## config.mk

```make
export PLATFORM = sky130hd
export DESIGN_NAME = persp_divide_flat
export DESIGN_NICKNAME = d
export VERILOG_FILES = /design/src/rtl/persp_divide_if.sv /design/src/rtl/persp_divide.sv /design/src/flat_wrapper.sv
export SDC_FILE = /design/constraint.sdc
export NUM_CORES = 2
export LEC_CHECK = 0
export BUFFER_PORTS_ARGS = -buffer_cell sky130_fd_sc_hd__buf_2
export CAP_MARGIN = 20
export CORE_UTILIZATION = 30
export CTS_BUF_LIST = sky130_fd_sc_hd__clkbuf_4 sky130_fd_sc_hd__clkbuf_8
export DETAILED_ROUTE_END_ITERATION = 7
export GPL_ROUTABILITY_DRIVEN = 0
export PLACE_DENSITY_LB_ADDON = 0.3
export SYNTH_ARGS = -nofsm -noshare
export SYNTH_HDL_FRONTEND = slang
export SYNTH_SLANG_ARGS = --single-unit
export TNS_END_PERCENT = 5
```

## constraint.sdc

```tcl
create_clock -name clock -period 4.69 [get_ports clock]
set_input_delay 0.938 -clock clock [delete_from_list [all_inputs] [get_ports clock]]
set_output_delay 0.938 -clock clock [all_outputs]
set_load 0.01 [all_outputs]
```

## src/rtl/persp_divide_if.sv

```systemverilog
// rtl/persp_divide_if.sv - vertex-in / screen-coordinate-out bus for the perspective-divide stage
interface persp_divide_if;
  logic [3:0][31:0] x_in;
  logic [3:0][31:0] y_in;
  logic [3:0][31:0] z_in;
  logic [3:0][31:0] w_in;
  logic             in_data_valid;
  logic             done_in;
  logic             stall_in;
  logic [2:0][31:0] sx_out;
  logic [2:0][31:0] sy_out;
  logic [2:0][31:0] sz_out;
  logic             clip_out;
  logic             out_data_valid;
  logic             stall_out;
  logic             done_out;

  modport slave (
    input  x_in, y_in, z_in, w_in, in_data_valid, done_in, stall_in,
    output sx_out, sy_out, sz_out, clip_out, out_data_valid, stall_out, done_out
  );

  modport master (
    output x_in, y_in, z_in, w_in, in_data_valid, done_in, stall_in,
    input  sx_out, sy_out, sz_out, clip_out, out_data_valid, stall_out, done_out
  );
endinterface

```

## src/rtl/persp_divide.sv

```systemverilog
// rtl/persp_divide.sv - per-vertex x/w, y/w, z/w with one shared restoring divider
module persp_divide #(
  parameter int DIV_BITS = 48
) (
  input  logic           clock,
  input  logic           reset,
  persp_divide_if.slave  bus
);
  typedef enum logic [1:0] {IDLE, PREP, DIV, OUT} state_t;

  state_t              state_q, state_d;
  logic [3:0]          k_q, k_d;
  logic [5:0]          cnt_q, cnt_d;
  logic [2:0][31:0]    x_q, x_d, y_q, y_d, z_q, z_d, w_q, w_d;
  logic [DIV_BITS-1:0] dvd_q, dvd_d;   // dividend shifts out MSB-first, quotient shifts in
  logic [31:0]         dvs_q, dvs_d;
  logic [31:0]         rem_q, rem_d;
  logic                sign_q, sign_d;
  logic [2:0][31:0]    sx_q, sx_d, sy_q, sy_d, sz_q, sz_d;
  logic                clip_q, clip_d;
  logic                valid_q, valid_d;
  logic                stall_q, stall_d;
  logic                done_q, done_d;

  logic [1:0]          vsel, csel;
  logic [31:0]         n_cur, w_cur, n_mag, w_mag;
  logic [32:0]         rem_sh;
  logic [31:0]         rem_sub;
  logic                qbit;
  logic [DIV_BITS-1:0] q_fin;
  logic                q_big;
  logic [31:0]         res;

  // Lane 3 of each coordinate bus is a pad lane and carries nothing.
  logic unused_lane3;
  assign unused_lane3 = &{1'b0, bus.x_in[3], bus.y_in[3], bus.z_in[3], bus.w_in[3]};

  // Map element index k onto (vertex, component) and pick its numerator/divisor.
  always_comb begin
    vsel = 2'd0;
    csel = 2'd0;
    case (k_q)
      4'd1:    begin vsel = 2'd0; csel = 2'd1; end
      4'd2:    begin vsel = 2'd0; csel = 2'd2; end
      4'd3:    begin vsel = 2'd1; csel = 2'd0; end
      4'd4:    begin vsel = 2'd1; csel = 2'd1; end
      4'd5:    begin vsel = 2'd1; csel = 2'd2; end
      4'd6:    begin vsel = 2'd2; csel = 2'd0; end
      4'd7:    begin vsel = 2'd2; csel = 2'd1; end
      4'd8:    begin vsel = 2'd2; csel = 2'd2; end
      default: begin vsel = 2'd0; csel = 2'd0; end
    endcase
    case (csel)
      2'd0:    n_cur = x_q[vsel];
      2'd1:    n_cur = y_q[vsel];
      default: n_cur = z_q[vsel];
    endcase
    w_cur = w_q[vsel];
    n_mag = n_cur[31] ? (~n_cur + 32'd1) : n_cur;
    w_mag = w_cur[31] ? (~w_cur + 32'd1) : w_cur;
  end

  // One restoring step plus the signed/saturated result of the finishing element.
  always_comb begin
    rem_sh  = {rem_q, dvd_q[DIV_BITS-1]};
    rem_sub = rem_sh[31:0] - dvs_q;
    qbit    = (rem_sh >= {1'b0, dvs_q});
    q_fin   = {dvd_q[DIV_BITS-2:0], qbit};
    q_big   = |q_fin[DIV_BITS-1:31];
    if (w_cur == 32'd0) begin
      // The divider output is meaningless here; the answer depends only on n.
      if (n_cur == 32'd0)  res = 32'h0000_0000;
      else if (n_cur[31])  res = 32'h8000_0000;
      else                 res = 32'h7FFF_FFFF;
    end else if (q_big) begin
      // Also covers a negative magnitude of exactly 2^31, which is representable.
      res = sign_q ? 32'h8000_0000 : 32'h7FFF_FFFF;
    end else begin
      res = sign_q ? (~q_fin[31:0] + 32'd1) : q_fin[31:0];
    end
  end

  // Next-state and datapath updates for the IDLE/PREP/DIV/OUT sequence.
  always_comb begin
    state_d = state_q;
    k_d     = k_q;
    cnt_d   = cnt_q;
    x_d     = x_q;
    y_d     = y_q;
    z_d     = z_q;
    w_d     = w_q;
    dvd_d   = dvd_q;
    dvs_d   = dvs_q;
    rem_d   = rem_q;
    sign_d  = sign_q;
    sx_d    = sx_q;
    sy_d    = sy_q;
    sz_d    = sz_q;
    clip_d  = clip_q;
    valid_d = valid_q;
    stall_d = stall_q;
    done_d  = done_q;
    case (state_q)
      IDLE: begin
        // Right after reset stall_out is still high, so that cycle never accepts.
        if (bus.in_data_valid && !stall_q) begin
          x_d     = bus.x_in[2:0];
          y_d     = bus.y_in[2:0];
          z_d     = bus.z_in[2:0];
          w_d     = bus.w_in[2:0];
          clip_d  = bus.w_in[0][31] | (bus.w_in[0] == 32'd0) |
                    bus.w_in[1][31] | (bus.w_in[1] == 32'd0) |
                    bus.w_in[2][31] | (bus.w_in[2] == 32'd0);
          k_d     = 4'd0;
          stall_d = 1'b1;
          state_d = PREP;
        end else begin
          stall_d = 1'b0;
        end
        if (bus.done_in && !bus.in_data_valid) done_d = 1'b1;
      end
      PREP: begin
        dvd_d   = DIV_BITS'({n_mag, 16'h0000});
        dvs_d   = w_mag;
        rem_d   = 32'd0;
        sign_d  = n_cur[31] ^ w_cur[31];
        cnt_d   = 6'd0;
        state_d = DIV;
      end
      DIV: begin
        rem_d = qbit ? rem_sub : rem_sh[31:0];
        dvd_d = q_fin;
        cnt_d = cnt_q + 6'd1;
        if (cnt_q == 6'(DIV_BITS - 1)) begin
          case (csel)
            2'd0:    sx_d[vsel] = res;
            2'd1:    sy_d[vsel] = res;
            default: sz_d[vsel] = res;
          endcase
          if (k_q == 4'd8) begin
            valid_d = 1'b1;
            state_d = OUT;
          end else begin
            k_d     = k_q + 4'd1;
            state_d = PREP;
          end
        end
      end
      OUT: begin
        if (!bus.stall_in) begin
          valid_d = 1'b0;
          stall_d = 1'b0;
          state_d = IDLE;
        end
      end
      default: state_d = IDLE;
    endcase
  end

  // State and datapath registers; reset discards any triangle in flight.
  always_ff @(posedge clock) begin
    if (!reset) begin
      state_q <= IDLE;
      k_q     <= 4'd0;
      cnt_q   <= 6'd0;
      x_q     <= '0;
      y_q     <= '0;
      z_q     <= '0;
      w_q     <= '0;
      dvd_q   <= '0;
      dvs_q   <= 32'd0;
      rem_q   <= 32'd0;
      sign_q  <= 1'b0;
      sx_q    <= '0;
      sy_q    <= '0;
      sz_q    <= '0;
      clip_q  <= 1'b0;
      valid_q <= 1'b0;
      stall_q <= 1'b1;
      done_q  <= 1'b0;
    end else begin
      state_q <= state_d;
      k_q     <= k_d;
      cnt_q   <= cnt_d;
      x_q     <= x_d;
      y_q     <= y_d;
      z_q     <= z_d;
      w_q     <= w_d;
      dvd_q   <= dvd_d;
      dvs_q   <= dvs_d;
      rem_q   <= rem_d;
      sign_q  <= sign_d;
      sx_q    <= sx_d;
      sy_q    <= sy_d;
      sz_q    <= sz_d;
      clip_q  <= clip_d;
      valid_q <= valid_d;
      stall_q <= stall_d;
      done_q  <= done_d;
    end
  end

  assign bus.sx_out         = sx_q;
  assign bus.sy_out         = sy_q;
  assign bus.sz_out         = sz_q;
  assign bus.clip_out       = clip_q;
  assign bus.out_data_valid = valid_q;
  assign bus.stall_out      = stall_q;
  assign bus.done_out       = done_q;
endmodule
```

## src/flat_wrapper.sv

```systemverilog
// flat-port wrapper written by rule: the top's interface ports become plain ports
module persp_divide_flat 
#(
  parameter int DIV_BITS = 48
)
  (clock, reset, bus_x_in, bus_y_in, bus_z_in, bus_w_in, bus_in_data_valid, bus_done_in, bus_stall_in, bus_sx_out, bus_sy_out, bus_sz_out, bus_clip_out, bus_out_data_valid, bus_stall_out, bus_done_out);
  persp_divide_if bus_i ();
  input  logic clock;
  input  logic reset;
  input wire logic [$bits(bus_i.x_in)-1:0] bus_x_in;
  input wire logic [$bits(bus_i.y_in)-1:0] bus_y_in;
  input wire logic [$bits(bus_i.z_in)-1:0] bus_z_in;
  input wire logic [$bits(bus_i.w_in)-1:0] bus_w_in;
  input wire logic [$bits(bus_i.in_data_valid)-1:0] bus_in_data_valid;
  input wire logic [$bits(bus_i.done_in)-1:0] bus_done_in;
  input wire logic [$bits(bus_i.stall_in)-1:0] bus_stall_in;
  output wire logic [$bits(bus_i.sx_out)-1:0] bus_sx_out;
  output wire logic [$bits(bus_i.sy_out)-1:0] bus_sy_out;
  output wire logic [$bits(bus_i.sz_out)-1:0] bus_sz_out;
  output wire logic [$bits(bus_i.clip_out)-1:0] bus_clip_out;
  output wire logic [$bits(bus_i.out_data_valid)-1:0] bus_out_data_valid;
  output wire logic [$bits(bus_i.stall_out)-1:0] bus_stall_out;
  output wire logic [$bits(bus_i.done_out)-1:0] bus_done_out;
  assign bus_i.x_in = bus_x_in;
  assign bus_i.y_in = bus_y_in;
  assign bus_i.z_in = bus_z_in;
  assign bus_i.w_in = bus_w_in;
  assign bus_i.in_data_valid = bus_in_data_valid;
  assign bus_i.done_in = bus_done_in;
  assign bus_i.stall_in = bus_stall_in;
  assign bus_sx_out = bus_i.sx_out;
  assign bus_sy_out = bus_i.sy_out;
  assign bus_sz_out = bus_i.sz_out;
  assign bus_clip_out = bus_i.clip_out;
  assign bus_out_data_valid = bus_i.out_data_valid;
  assign bus_stall_out = bus_i.stall_out;
  assign bus_done_out = bus_i.done_out;
  persp_divide #(.DIV_BITS(DIV_BITS)) u_core (.clock(clock), .reset(reset), .bus(bus_i));
endmodule
```

## Word level (Yosys, flattened, before mapping)

Memory sizes are Yosys's and may differ from the RTL's. A register that Yosys moved wholly into a read port is not among the register bits.
Cells that the tools add are included.

- Logic and storage cells: 133
- Input port bits: 517
- Memories kept: 1
- Bits in read-only memories: 64
- Flip-flop bits (word level): 801

- $add $sub $neg: 6
- Equal/unequal tests: 11
- Bitwise logic cells: 10
- Order comparisons: 3
- Reduce and logical (&&, ||, !) cells: 27
- Mux-type cells: 43

Memory list:

| memory | words | width | read ports | clocked after memory_dff | wr ports | line | RTL |
|---|---|---|---|---|---|---|---|
| (name not given) | 16 | 4 | 1 | 1 | 0 | persp_divide.sv:42 | `case (k_q)` |

Operators by type and width:

| cell | number |
|---|---|
| 32-bit 2-to-1 mux | 14 |
| 96-bit bitwise mux | 3 |
| 32-bit binary-select mux with 2-bit select | 4 |
| 32-bit zero test | 5 |
| 32-bit case mux with 2 select lines | 2 |
| 32-bit by 1-bit adder with 32-bit output (second input constant) | 3 |
| 32-bit inverter | 3 |
| 48-bit case mux with 2 select lines | 1 |
| 32-bit demux with 2-bit select | 1 |
| 33-bit by 32-bit >= comparator with 1-bit output | 1 |
| 32-bit subtractor | 1 |
| 4-bit 2-to-1 mux | 5 |
| 17-bit OR reduction | 1 |
| 6-bit case mux with 2 select lines | 1 |
| 3-bit AND reduction | 4 |
| 2-bit 2-to-1 mux | 4 |
| 2-bit case mux with 4 select lines | 1 |
| 4-bit case mux with 2 select lines | 1 |
| 4-bit AND reduction | 2 |
| 2-bit nonzero test | 4 |
| 6-bit by 1-bit adder with 6-bit output (second input constant) | 1 |
| 6-bit equality test (second input constant) | 1 |
| 2-bit by 1-bit inequality test with 1-bit output (second input constant) | 3 |
| 2-bit AND reduction | 3 |
| 16 further kinds | 31 |

## Depth between registers and ports, before layout

- Depth in word-level cells: 7
- Mapped depth: 20
- Gate-level depth less buffers: 17

## Worst setup path after synthesis

OpenSTA, ideal clock, no wires.

- Kind: register to register
- Start point: register u_core.dvs_q[9]
- End point: register u_core.sx_q, in the netlist u_core.bus.sx_out[92]
- Required time: 4558 ps
- Buffers on the path: 2
- Cell stages (with the launch flop): 20
- Arrival time: 4071 ps
- Path slack: 486 ps
- Path through: dfxtp_1 inv_1 ha_1 a21o_1 a21o_1 o311a_1 a221oi_1 a21oi_1 inv_1 clkbuf_1 ha_1 nand2_1 or3_1 clkbuf_1 nor4_1 nor3_1 a21oi_1 o22ai_1 a21oi_2 a21oi_1

- Word-level cells in the longest chain between the ends: 7

Ends and longest elaborated chain:

| element | line | RTL |
|---|---|---|
| from (decl) | persp_divide.sv:16 | `logic [31:0] dvs_q, dvs_d;` |
| from (signal assigned) | persp_divide.sv:190 | `dvs_q <= dvs_d;` |
| 33-bit by 32-bit >= comparator with 1-bit output | persp_divide.sv:67 | `qbit = (rem_sh >= {1'b0, dvs_q});` |
| 32-bit inverter | persp_divide.sv:79 | `res = sign_q ? (~q_fin[31:0] + 32'd1) : q_fin[31:0];` |
| 32-bit by 1-bit adder with 32-bit output | persp_divide.sv:79 |  |
| 32-bit 2-to-1 mux | persp_divide.sv:79 |  |
| 32-bit 2-to-1 mux | persp_divide.sv:75 | `end else if (q_big) begin` |
| 32-bit 2-to-1 mux | persp_divide.sv:70 | `if (w_cur == 32'd0) begin` |
| 96-bit bitwise mux | persp_divide.sv:136 | `2'd0: sx_d[vsel] = res;` |
| to (signal assigned) | persp_divide.sv:174 | `sx_q <= '0;` |
| to (signal assigned) | persp_divide.sv:193 | `sx_q <= sx_d;` |
| to (decl) | persp_divide.sv:19 | `logic [2:0][31:0] sx_q, sx_d, sy_q, sy_d, sz_q, sz_d;` |

No other way between the ends.
A chain may end at the register's enable or synchronous reset.

## Final worst setup path

- Start point: register u_core.vsel[1] (netlist name)
- End point: register u_core.sy_q, in the netlist u_core.bus.sy_out[73]

- Word-level cells in the longest chain between the ends: 7
- Elaborated cells between the ends (all ways): 20
- Classes of those cells: 2 x order compare; 15 x mux; 3 x reduce/logical

Ends and longest elaborated chain:

| element | line | RTL |
|---|---|---|
| 32-bit binary-select mux with 2-bit select, on equally long branches | persp_divide.sv:56, persp_divide.sv:54, persp_divide.sv:55 |  |
| 32-bit 2-to-1 mux, on equally long branches | persp_divide.sv:56, persp_divide.sv:54, persp_divide.sv:55 |  |
| 32-bit case mux with 2 select lines | persp_divide.sv:53 | `case (csel)` |
| 32-bit zero test / 32-bit 2-to-1 mux (equally long branches) | persp_divide.sv:72, persp_divide.sv:73 |  |
| 32-bit 2-to-1 mux | persp_divide.sv:72 | `if (n_cur == 32'd0) res = 32'h0000_0000;` |
| 32-bit 2-to-1 mux | persp_divide.sv:70 |  |
| 96-bit bitwise mux (*) | persp_divide.sv:137 | `2'd1: sy_d[vsel] = res;` |
| to (signal assigned) | persp_divide.sv:194 | `sy_q <= sy_d;` |
| to (decl) | persp_divide.sv:19 |  |

Mark *: on every way between the ends. The rest lies on a longest branch, timed or not. The select of a mux whose other input is x is not followed.

==> flow_summary.yaml <==
floorplan:
  die_x_um: 348.5
  initial_core_util_pct: 30.37
  dieArea_mm2: 0.1214
  die_y_um: 348.5
  ios: 809
  coreArea_mm2: 0.1186
  num_rows: 126
power:
  swShare_pct: 44.64
  p_total_mw: 29.35
  p_clk_share_pct: 25.6
  internal_power_mw: 16.25
  switching_power_mw: 13.10
  combPwrFrac_pct: 47.5
  power.leakage_nw: 17.66
  pwr-share-seq_pct: 26.9
  powerDensity_mw_per_mm2: 660.9
  ir_drop_mv: 0.7080
cells_and_area:
  utilization_pct: 37.46
  final_area_mm2: 0.04441
  layout.nets: 5527
  final_cell_mix: "nand2_1, dfxtp_1, buf_2"
  layout-drive-gt1-share_pct: 24.41
  final_common_cell: "nand2_1"
  area_growth_pct: 23.32
  instances_no_fill: 6688
run_status:
  status: "finished clean"
clocking:
  cts_setup_buffers: 0
  insertion_delay_ps: 820
  ctsResizeCount: 0
  cts_root_buf: "clkbuf_8"
  cts.hold.buffers_added: 0
  cts_buffers: 146
  cts_tree: "yes"
  cts_buffer_depth: 3
  clk_pin_slew_worst_paths_ps: 60
  cts_max_level: 4
  clock_sinks: 805
timing:
  skew_ps: 37.96
  maxSlewViolCount: 0
  fmaxAchievable_ghz: 0.2266
  holdWs_ps: 352.9
  setup-violations-final: 0
  tns_ps: 0
  report.final.hold_viol_count: 0
  min_period_ps: 4412
  rsz0062_at_grt: "no"
  post-route-period-util_pct: 94.08
  timing.final.ws_setup_ps: 277.7
  worst_pin_slew_ps: 1092
  slew_headroom_pct: 27.17
flow_run:
  drv_cap: 0
logic_synthesis:
  yosysTopAreaCell: "dfxtp_1"
  ys_top_cells_by_area: "dfxtp_1, nand2_1, a21oi_1"
  yosys_most_used_dff: "dfxtp_1"
  async_flop_share_pct: 0
  ys_seq_area_share_pct: 44.75
  syn_nets: 4953
  synth-edff-count: 0
  synth_cells: 4389
  synth_cell_types: 94
  synth_area_mm2: 0.03601
  synth_area_per_cell_um2: 8.204
  synth-seq-cells: 805
  yosysWarnings: 0
  yosysTopAreaCellShare_pct: 44.75
setup_path:
  criticalPathCategory: "flip-flop to flip-flop"
  cp.required_ps: 5320
  cp_max_fo: 26
  worst_setup_path_start_kind: "flip-flop"
  endpoint_kind: "flip-flop"
  critPathArrivalTime_ps: 5050
  reg2reg_slack_ps: 280
detailed_routing:
  dr_total_vias: 34040
  post_drt_wl_per_cell_um: 19.97
  routed_wl_um: 133600
  vias_per_cell: 5.089
  drt_iter0_drc: 2885
  ant_nets: 0
  drc_errors: 0
  drt-pass1-iter-count: 6
global_routing:
  antenna_found_initial: 12
  grt_pass1_wl_um: 196700
  first_global_vias: 31980
  grt-ovfl-total: 0
  grt_usage_pct: 21.09
  grt_start_max_net_pins: 226
place:
  place_area_mm2: 0.04098
  io_buffer_count: 680
  dp_cells: 6413
  pre_cts_slack_ps: 292.9
  hpwl_um: 93090
min_path:
  hold_class: "input pin to flip-flop"
-- critical path, cell delays in order (launching register included) --
cell and delay [ps]:
dfxtp_4 690, mux2_2 400, a22oi_1 280, ha_1 280, inv_1 70, nor4_2 450, nand4_1 330, nor2_2 230
nand2_2 320, buf_4 290, o211a_1 140, nor3_4 560, a211oi_1 160
-- worst paths after layout --
path | startpoint | endpoint | cells after the start
worst min-delay path | bus_x_in[28] | u_core.x_q[28] | 3
worst max register to register | u_core.vsel[1] | u_core.bus.sy_out[73] | 12
worst min register to register | u_core.z_q[19] | u_core.z_q[19] | 2
worst max-delay path | u_core.vsel[1] | u_core.bus.sy_out[73] | 12
-- power groups by stage --
stage	logic, mW	clock network [mW]	registers [mW]
after floorplan	8.33	0	7.88
after global placement	13.8	0	8.00
after detailed placement	13.9	0	8.02
after CTS	13.9	7.69	7.87
after global routing	15.0	8.01	7.96
final	14.0	7.51	7.88
-- cells in the mapped netlist (all sizes together), types with 46 or more instances --
master,count
nor2,229
mux2i,151
o2bb2ai,46
nand3,55
xnor2,60
o221a,54
dfxtp,805
inv,91
clkbuf,290
ha,46
buf,66
o21ai,269
nor3,54
a211oi,50
nand2,897
a21oi,689
-- final cells by class --
| class | count | area, um^2 |
|---|---|---|
| Sequential cell | 805 | 16120 |
| Clock inverter | 32 | 370.4 |
| Timing Repair Buffer | 782 | 4437 |
| Antenna cell | 4 | 10.01 |
| Fill cell | 12480 | 74150 |
| Tap cell | 1600 | 2002 |
| Inverter | 92 | 352.8 |
| Multi-Input combinational cell | 3136 | 18120 |
| Clock buffer | 237 | 2987 |
-- logic make-up (layout without fill, tap and decap cells) --
group | after synthesis | after routing | share of synthesized area, %
other cells | 0 | 4 | 0
xor+xnor | 95 | 95 | 2.311
mux | 194 | 194 | 5.542
simple gates | 1434 | 1434 | 17.20
flops | 805 | 805 | 44.75
compound gates | 1366 | 1366 | 23.27
fa+ha+maj | 47 | 47 | 1.654
buf+inv | 448 | 1143 | 5.275
-- layer usage --
layer  global-route usage (%)  vias up  share of wire (%)
li1                         -    16610                  -
met5                        0        -              0.082
met1                    28.32    15840                 45
met3                    4.908      265                7.5
met4                    9.336       16                3.9
met2                    32.03     1303                 44
-- sequential cells by signal, summed over array words and instances (netlist names) --
signal	count
u_core.bus.out_data_valid	1
u_core.bus.sz_out	96
u_core.bus.done_out	1
u_core.csel	2
u_core.bus.clip_out	1
u_core.rem_q	32
u_core.y_q	96
u_core.w_q	96
u_core.state_q	2
u_core.cnt_q	6
u_core.bus.sx_out	96
u_core.bus.stall_out	1
u_core.dvd_q	48
u_core.z_q	96
u_core.sign_q	1
u_core.dvs_q	32
u_core.k_q	4
u_core.x_q	96
u_core.bus.sy_out	96
u_core.vsel	2
(Power assumes the default switching activity.)
